$ cat src/rtl/display_pkg.sv
// Shared definitions for the scroll display: blanking constants, digit
// geometry, the controller state encoding and the digit-select helper.
package display_pkg;

    localparam logic [6:0] SEG_BLANK  = 7'h7F;  // all segments off (active low)
    localparam logic [6:0] TRANS_OFF  = 7'h7F;  // no digit selected (active low)
    localparam int         NUM_DIGITS = 7;
    localparam int         CHAR_MAX   = 62;     // highest index with a glyph

    typedef enum logic [1:0] {
        IDLE,
        LOAD,
        SCROLL,
        PAUSE
    } state_t;

    // Active-low select for digit d; digit 0 is the leftmost (bit 6).
    function automatic logic [6:0] digit_sel(input logic [2:0] d);
        return ~(7'b1000000 >> d);
    endfunction

endpackage

$ cat src/rtl/char_seg_rom.sv
// Clocked character-index to 7-segment lookup (one cycle of latency).
// Glyphs: 0-9 digits, 10-35 upper-case letters, 36-61 lower-case letters,
// 62 a dash. Anything above CHAR_MAX decodes to an all-off pattern.
// Segment order is {g,f,e,d,c,b,a}; the output is active low.
module char_seg_rom
    import display_pkg::*;
#(
    parameter int CHAR_W = 7
) (
    input  logic              clk,
    input  logic              rst,
    input  logic [CHAR_W-1:0] idx,
    output logic [6:0]        seg
);

    logic [6:0] lit;   // active-high glyph, inverted on registration
    int         code;

    // Glyph table in active-high form; unknown indices light nothing.
    always_comb begin
        // NOTE: default first so every path assigns lit and no latch is inferred.
        lit  = 7'h00;
        code = int'(idx);
        case (code)
            0:  lit = 7'h3F;  1:  lit = 7'h06;  2:  lit = 7'h5B;  3:  lit = 7'h4F;
            4:  lit = 7'h66;  5:  lit = 7'h6D;  6:  lit = 7'h7D;  7:  lit = 7'h07;
            8:  lit = 7'h7F;  9:  lit = 7'h6F;
            10: lit = 7'h77;  11: lit = 7'h7C;  12: lit = 7'h39;  13: lit = 7'h5E;
            14: lit = 7'h79;  15: lit = 7'h71;  16: lit = 7'h3D;  17: lit = 7'h76;
            18: lit = 7'h06;  19: lit = 7'h1E;  20: lit = 7'h75;  21: lit = 7'h38;
            22: lit = 7'h37;  23: lit = 7'h54;  24: lit = 7'h3F;  25: lit = 7'h73;
            26: lit = 7'h67;  27: lit = 7'h50;  28: lit = 7'h6D;  29: lit = 7'h78;
            30: lit = 7'h3E;  31: lit = 7'h1C;  32: lit = 7'h2A;  33: lit = 7'h76;
            34: lit = 7'h6E;  35: lit = 7'h5B;
            36: lit = 7'h5F;  37: lit = 7'h7C;  38: lit = 7'h58;  39: lit = 7'h5E;
            40: lit = 7'h7B;  41: lit = 7'h71;  42: lit = 7'h6F;  43: lit = 7'h74;
            44: lit = 7'h04;  45: lit = 7'h0E;  46: lit = 7'h75;  47: lit = 7'h30;
            48: lit = 7'h55;  49: lit = 7'h54;  50: lit = 7'h5C;  51: lit = 7'h73;
            52: lit = 7'h67;  53: lit = 7'h50;  54: lit = 7'h6D;  55: lit = 7'h78;
            56: lit = 7'h1C;  57: lit = 7'h1C;  58: lit = 7'h2A;  59: lit = 7'h76;
            60: lit = 7'h6E;  61: lit = 7'h5B;
            62: lit = 7'h40;
            default: lit = 7'h00;
        endcase
    end

    // Register the active-low pattern; reset shows a dark digit.
    always_ff @(posedge clk) begin
        // NOTE: sequential state uses non-blocking assignment so all flops update together.
        if (rst) seg <= SEG_BLANK;
        else     seg <= ~lit;
    end

endmodule

$ cat src/rtl/scroll_display.sv
// Run-mode scrolling message display. When mode falls to 0 the seven
// character indices are captured and scrolled leftward across a 7-digit
// multiplexed, active-low 7-segment display.
// Optional feature macro: SCROLL_GAP_EN -- appends seven blank positions so
// the message clears fully before repeating (message length 14 instead of 7).
module scroll_display
    import display_pkg::*;
#(
    parameter int SCAN_DIV = 25000,
    parameter int STEP_DIV = 12500000,
    parameter int CHAR_W   = 7
) (
    input  logic              clk,
    input  logic              rst,
    input  logic              mode,
    input  logic              pause,
    input  logic [CHAR_W-1:0] char0,
    input  logic [CHAR_W-1:0] char1,
    input  logic [CHAR_W-1:0] char2,
    input  logic [CHAR_W-1:0] char3,
    input  logic [CHAR_W-1:0] char4,
    input  logic [CHAR_W-1:0] char5,
    input  logic [CHAR_W-1:0] char6,
    output logic [6:0]        trans,
    output logic [6:0]        led7seg,
    output logic [3:0]        scroll_pos
);

    localparam int SCAN_W = (SCAN_DIV > 1) ? $clog2(SCAN_DIV) : 1;
    localparam int STEP_W = (STEP_DIV > 1) ? $clog2(STEP_DIV) : 1;
    localparam logic [SCAN_W-1:0] SCAN_LAST = SCAN_W'(SCAN_DIV - 1);
    localparam logic [STEP_W-1:0] STEP_LAST = STEP_W'(STEP_DIV - 1);

`ifdef SCROLL_GAP_EN
    localparam int MSG_LEN = 14;
`else
    localparam int MSG_LEN = 7;
`endif
    localparam logic [3:0] POS_LAST = 4'(MSG_LEN - 1);

    state_t             state;
    state_t             state_next;
    logic               load;
    logic               run;       // scan and display active this cycle
    logic               step_en;   // scroll timer advances this cycle

    logic [SCAN_W-1:0]  scan_cnt;
    logic [2:0]         digit;
    logic [STEP_W-1:0]  step_cnt;
    logic [CHAR_W-1:0]  msg_buf [NUM_DIGITS];

    logic [4:0]         pos_sum;
    logic [2:0]         slot;
    logic               gap_blank;
    logic [CHAR_W-1:0]  rom_idx;
    logic [6:0]         trans_q;

    // State register.
    always_ff @(posedge clk) begin
        if (rst) state <= IDLE;
        else     state <= state_next;
    end

    // Next-state logic; mode=1 overrides everything, including a pause pulse.
    always_comb begin
        state_next = state;
        if (mode) begin
            state_next = IDLE;
        end else begin
            case (state)
                IDLE:    state_next = LOAD;
                LOAD:    state_next = SCROLL;
                SCROLL:  if (pause) state_next = PAUSE;
                PAUSE:   if (pause) state_next = SCROLL;
                default: state_next = IDLE;
            endcase
        end
    end

    // State-decoded controls; a pause pulse in SCROLL blocks that cycle's step.
    always_comb begin
        load    = (state == LOAD);
        run     = ((state == SCROLL) || (state == PAUSE)) && !mode;
        step_en = (state == SCROLL) && !mode && !pause;
    end

    // Message snapshot, taken only in LOAD so later char changes are ignored.
    always_ff @(posedge clk) begin
        // NOTE: this small buffer is reset because its reset contents are defined behaviour.
        if (rst) begin
            for (int i = 0; i < NUM_DIGITS; i++) msg_buf[i] <= '0;
        end else if (load) begin
            msg_buf[0] <= char0;
            msg_buf[1] <= char1;
            msg_buf[2] <= char2;
            msg_buf[3] <= char3;
            msg_buf[4] <= char4;
            msg_buf[5] <= char5;
            msg_buf[6] <= char6;
        end
    end

    // Digit scan: refresh timer stepping the active digit 0..6.
    always_ff @(posedge clk) begin
        if (rst || !run) begin
            scan_cnt <= '0;
            digit    <= '0;
        end else if (scan_cnt == SCAN_LAST) begin
            scan_cnt <= '0;
            digit    <= (digit == 3'd6) ? 3'd0 : digit + 3'd1;
        end else begin
            scan_cnt <= scan_cnt + 1'b1;
        end
    end

    // Scroll step: timer advancing the message offset; frozen while paused.
    always_ff @(posedge clk) begin
        if (rst || !run) begin
            step_cnt   <= '0;
            scroll_pos <= '0;
        end else if (step_en) begin
            if (step_cnt == STEP_LAST) begin
                step_cnt   <= '0;
                scroll_pos <= (scroll_pos == POS_LAST) ? 4'd0 : scroll_pos + 4'd1;
            end else begin
                step_cnt <= step_cnt + 1'b1;
            end
        end
    end

    // Message position shown on the active digit, modulo the message length.
    always_comb begin
        pos_sum = {1'b0, scroll_pos} + {2'b00, digit};
`ifdef SCROLL_GAP_EN
        begin : gap_wrap
            logic [4:0] wrapped;
            wrapped   = (pos_sum >= 5'd14) ? pos_sum - 5'd14 : pos_sum;
            gap_blank = (wrapped >= 5'd7);
            slot      = gap_blank ? 3'd0 : 3'(wrapped);
        end
`else
        gap_blank = 1'b0;
        slot      = (pos_sum >= 5'd7) ? 3'(pos_sum - 5'd7) : pos_sum[2:0];
`endif
        rom_idx = (run && !gap_blank) ? msg_buf[slot] : '1;
    end

    // Digit select delayed to line up with the registered segment lookup.
    always_ff @(posedge clk) begin
        if (rst) trans_q <= TRANS_OFF;
        else     trans_q <= run ? digit_sel(digit) : TRANS_OFF;
    end

    char_seg_rom #(.CHAR_W(CHAR_W)) u_rom (
        .clk (clk),
        .rst (rst),
        .idx (rom_idx),
        .seg (led7seg)
    );

    assign trans = trans_q;

endmodule

$ cat config.mk
export PLATFORM = sky130hd
export DESIGN_NAME = scroll_display
export DESIGN_NICKNAME = d
export VERILOG_FILES = /design/src/rtl/display_pkg.sv /design/src/rtl/char_seg_rom.sv /design/src/rtl/scroll_display.sv
export SDC_FILE = /design/constraint.sdc
export NUM_CORES = 1
export LEC_CHECK = 0
export CELL_PAD_IN_SITES_DETAIL_PLACEMENT = 2
export CELL_PAD_IN_SITES_GLOBAL_PLACEMENT = 2
export CORE_ASPECT_RATIO = 1.75
export CORE_MARGIN = 2
export CORE_UTILIZATION = 40
export DETAILED_ROUTE_END_ITERATION = 10
export DONT_BUFFER_PORTS = 1
export MAX_ROUTING_LAYER = met4
export PLACE_DENSITY_LB_ADDON = 0.1
export SYNTH_ARGS = -nofsm -noshare
export SYNTH_HDL_FRONTEND = slang
export SYNTH_SLANG_ARGS = --single-unit
$ cat constraint.sdc
create_clock -name clk -period 4.7 [get_ports clk]
set_input_delay 0.94 -clock clk [delete_from_list [all_inputs] [get_ports clk]]
set_output_delay 0.94 -clock clk [all_outputs]
set_load 0.05 [all_outputs]
==> summary.txt <==
Pwr
  • Clock share of power: 39.4%
  • Sw frac: 24.15%
  • Int Pwr: 1.451 mW
  • Peak supply drop: 0.1984 mV
  • Leak: 2.348 nW
  • Combinational Power Share: 5.2%
  • Sw Pwr: 0.4620 mW
  • PD cells: 277.7 nW/um^2
  • Sequential power share: 55.4%

Clock tree
  • Worst skew pair latency: 0.36 ns
  • CTS root buffer: clkbuf_16
  • Clk buf depth: 2
  • CTS Hold Bufs: 0
  • Clock sink count: 111
  • TritonCTS Buffers: 9
  • Clock-pin slew on the worst setup and hold paths: 0.08 ns
  • H-tree lvl count: 3
  • CTS tree: yes

Cells and area
  • Layout Cells excl Fill: 856
  • Filler instances: 1694
  • Most frequent cells in the layout: nor2_1 (77), dfxtp_1 (61), nand2_1 (51), and2_1 (51), edfxtp_1 (49)
  • Final core utilization: 44.98%
  • Leading cell type in the layout, fill and taps excluded: nor2_1
  • Final #Nets: 732
  • Fraction of layout cells with a size suffix above 1: 12.44%
  • Layout Area Growth over Synthesis: 9.968%

Global route
  • Congestion Overflow GR: 0
  • GR Util All Layers: 24.51%
  • Initial antenna violation count: 3
  • First-pass GRT wire length: 30840 um
  • Largest net degree at the start of global routing: 50
  • Vias in the first global route: 5750

Timing
  • Layout Skew: 0.01254 ns
  • Max_slew headroom: 17.16%
  • Final Max Slew Viols: 0
  • Final Setup Violations: 0
  • FMAX: 227.8 MHz
  • Period Utilization, post-route: 93.39%
  • Least-Margin Pin Slew: 1.243 ns
  • RSZ-0062 raised after global routing: false
  • Worst Hold Slack: 0.4675 ns
  • Tmin final: 4.389 ns
  • Final hold viol count: 0
  • Setup_tns: 0 ns

Worst setup path
  • Arrival @ worst endpoint: 4.65 ns
  • Crit Path Category: register to register
  • Req. time, crit path: 4.96 ns
  • Critical path endpoint category: register
  • Worst setup SP type: register
  • CP max FO: 14

Detailed routing
  • Via Count: 5050
  • First DRT Iteration DRCs: 141
  • Routed WL: 19610 um
  • Router iterations before antenna repair: 4
  • Final ANT Viol Nets: 0
  • WL/cell: 22.91 um
  • Vias per std cell: 5.900
  • Remaining DRCs: 0

Floorplanning
  • Starting Density: 40.90%
  • Chip Width: 98.60 um
  • I/O Pins: 71
  • Die Area: 16720 um^2
  • Die span in y: 169.5 um
  • Cell Rows: 60
  • Core footprint: 15310 um^2

Logic synthesis
  • Post-Synthesis Cell Area: 6264 um^2
  • Yosys warns: 0
  • Syn avg cell area: 9.621 um^2
  • Main synth FF type: dfxtp_1
  • Area contributors post-synth: edfxtp_1 (23%), dfxtp_1 (20%), and2_1 (5.1%)
  • Sequential cell area fraction in the yosys report: 43.31%
  • Top cell type by total area after synthesis: edfxtp_1
  • Yosys reg bits: 111
  • Share of flip-flops with an asynchronous set or reset: 0%
  • Syn nets: 721
  • Syn Inst Count: 651
  • Number of enable flip-flop cells after synthesis: 49
  • Netlist cell types: 77
  • Yosys top cell area share: 23.49%

Placement
  • Placer congestion estimate: 0.9289
  • Port bufs: 0
  • Dpl hpwl: 15060 um
  • Placed Instances: 835

Status
  • Status: finished clean

Flow run
  • Max-cap violations: 0

Hold path
  • Worst Hold Class: register to register
[flip-flops by register name, indices dropped and copies added, names as in the netlist]
name / flops
state: 2
scroll_pos: 4
trans: 7
u_rom.seg: 7
msg_buf: 49
scan_cnt: 15
step_cnt: 24
digit: 3
[metrics by stage]
stage	setup slack, ns	area [um^2]	power (mW)
final	0.3106	6888	1.913
after global routing	0.07894	6888	1.981
after CTS	0.1614	6838	1.935
after detailed placement	0.1859	6563	1.181
after global placement	0.3039	6563	1.175
after floorplan	0.1532	6264	1.144
[power by group through the flow]
| stage | clock network [mW] | logic [mW] | registers [mW] |
|---|---|---|---|
| floorplan | 0 | 0.0708 | 1.07 |
| global placement | 0 | 0.0953 | 1.08 |
| detailed placement | 0 | 0.0991 | 1.08 |
| CTS | 0.775 | 0.0998 | 1.06 |
| global route | 0.809 | 0.109 | 1.06 |
| finish | 0.753 | 0.100 | 1.06 |
[path summary, 6_finish.rpt]
check             cells after the start                 endpoint  slack (ns)                   start
setup / recovery                     14  u_rom.seg[3]$_SDFF_PP1_        0.31   digit[0]$_SDFFE_PP0P_
hold / removal                        1   scan_cnt[0]$_SDFF_PP0_        0.47  scan_cnt[0]$_SDFF_PP0_
setup reg to reg                     14  u_rom.seg[3]$_SDFF_PP1_        0.31   digit[0]$_SDFFE_PP0P_
hold reg to reg                       1   scan_cnt[0]$_SDFF_PP0_        0.47  scan_cnt[0]$_SDFF_PP0_
[area by class of cell]
cell class	count	area, um^2	share of cell area (%)
tap	186	232.7	3.379
inverter	7	26.28	0.3815
timing repair buffer	29	230.2	3.342
antenna	3	7.507	0.1090
sequential	111	2714	39.40
multi-input combinational	504	3402	49.39
clock inverter	5	42.54	0.6176
clock buffer	11	232.7	3.379
[kinds of logic after synthesis]
logic type	share of synthesized area, %
buffers and inverters	2.677
DFF	43.31
AOI/OAI and AO/OA	16.70
xor gates and xnor gates	5.434
muxes	6.272
and+or+nand+nor	22.09
adders and majority gates	3.516
[repair_timing]
action	in CTS	in global routing
endpoints found under the setup margin	0	7
hold endpoints to repair	0	0
gates resized for setup	0	3
setup buffers	0	2
[routing by layer]
| layer | global-route usage [%] | share of wire, % | wire length [um] |
|---|---|---|---|
| met1 | 21.87 | 34 | 6593 |
| met2 | 48.74 | 60 | 11840 |
| met3 | 3.501 | 2.3 | 455 |
| met4 | 12.09 | 3.7 | 729 |
| met5 | - | 0 | 0 |
[critical path, stage by stage (launching register included)]
cell	delay [ns]
dfxtp_2	0.37
ha_1	0.24
fa_2	0.45
or4_4	0.65
a21oi_4	0.25
mux2_2	0.44
a221o_1	0.28
a31oi_1	0.17
buf_4	0.23
inv_2	0.09
ha_1	0.35
mux2_2	0.32
mux2i_1	0.13
mux2i_1	0.10
o211a_1	0.20
[synthesized netlist by cell type, drive strengths merged, types with 3 or more instances]
cell type  instances
inv                6
mux2i             20
nor4               4
xnor2             12
mux2              10
and3               9
o32ai              3
a21o               4
nand2b             7
clkbuf            17
nor3              12
ha                16
nor2b             15
edfxtp            49
and2              51
nand3             22
mux4               3
o32a               4
a31oi              3
nor2              78
or3                7
dfxtp             62
o211ai             9
o21a               3
nand4              7
xor2              26
a311oi             4
a21oi             30
nand3b             3
a22oi              4
a221oi             5
o31ai              5
a221o              4
o21ai             24
buf               12
a211o              4
a211oi            18
nand2             52
(Power assumes the default switching activity.)
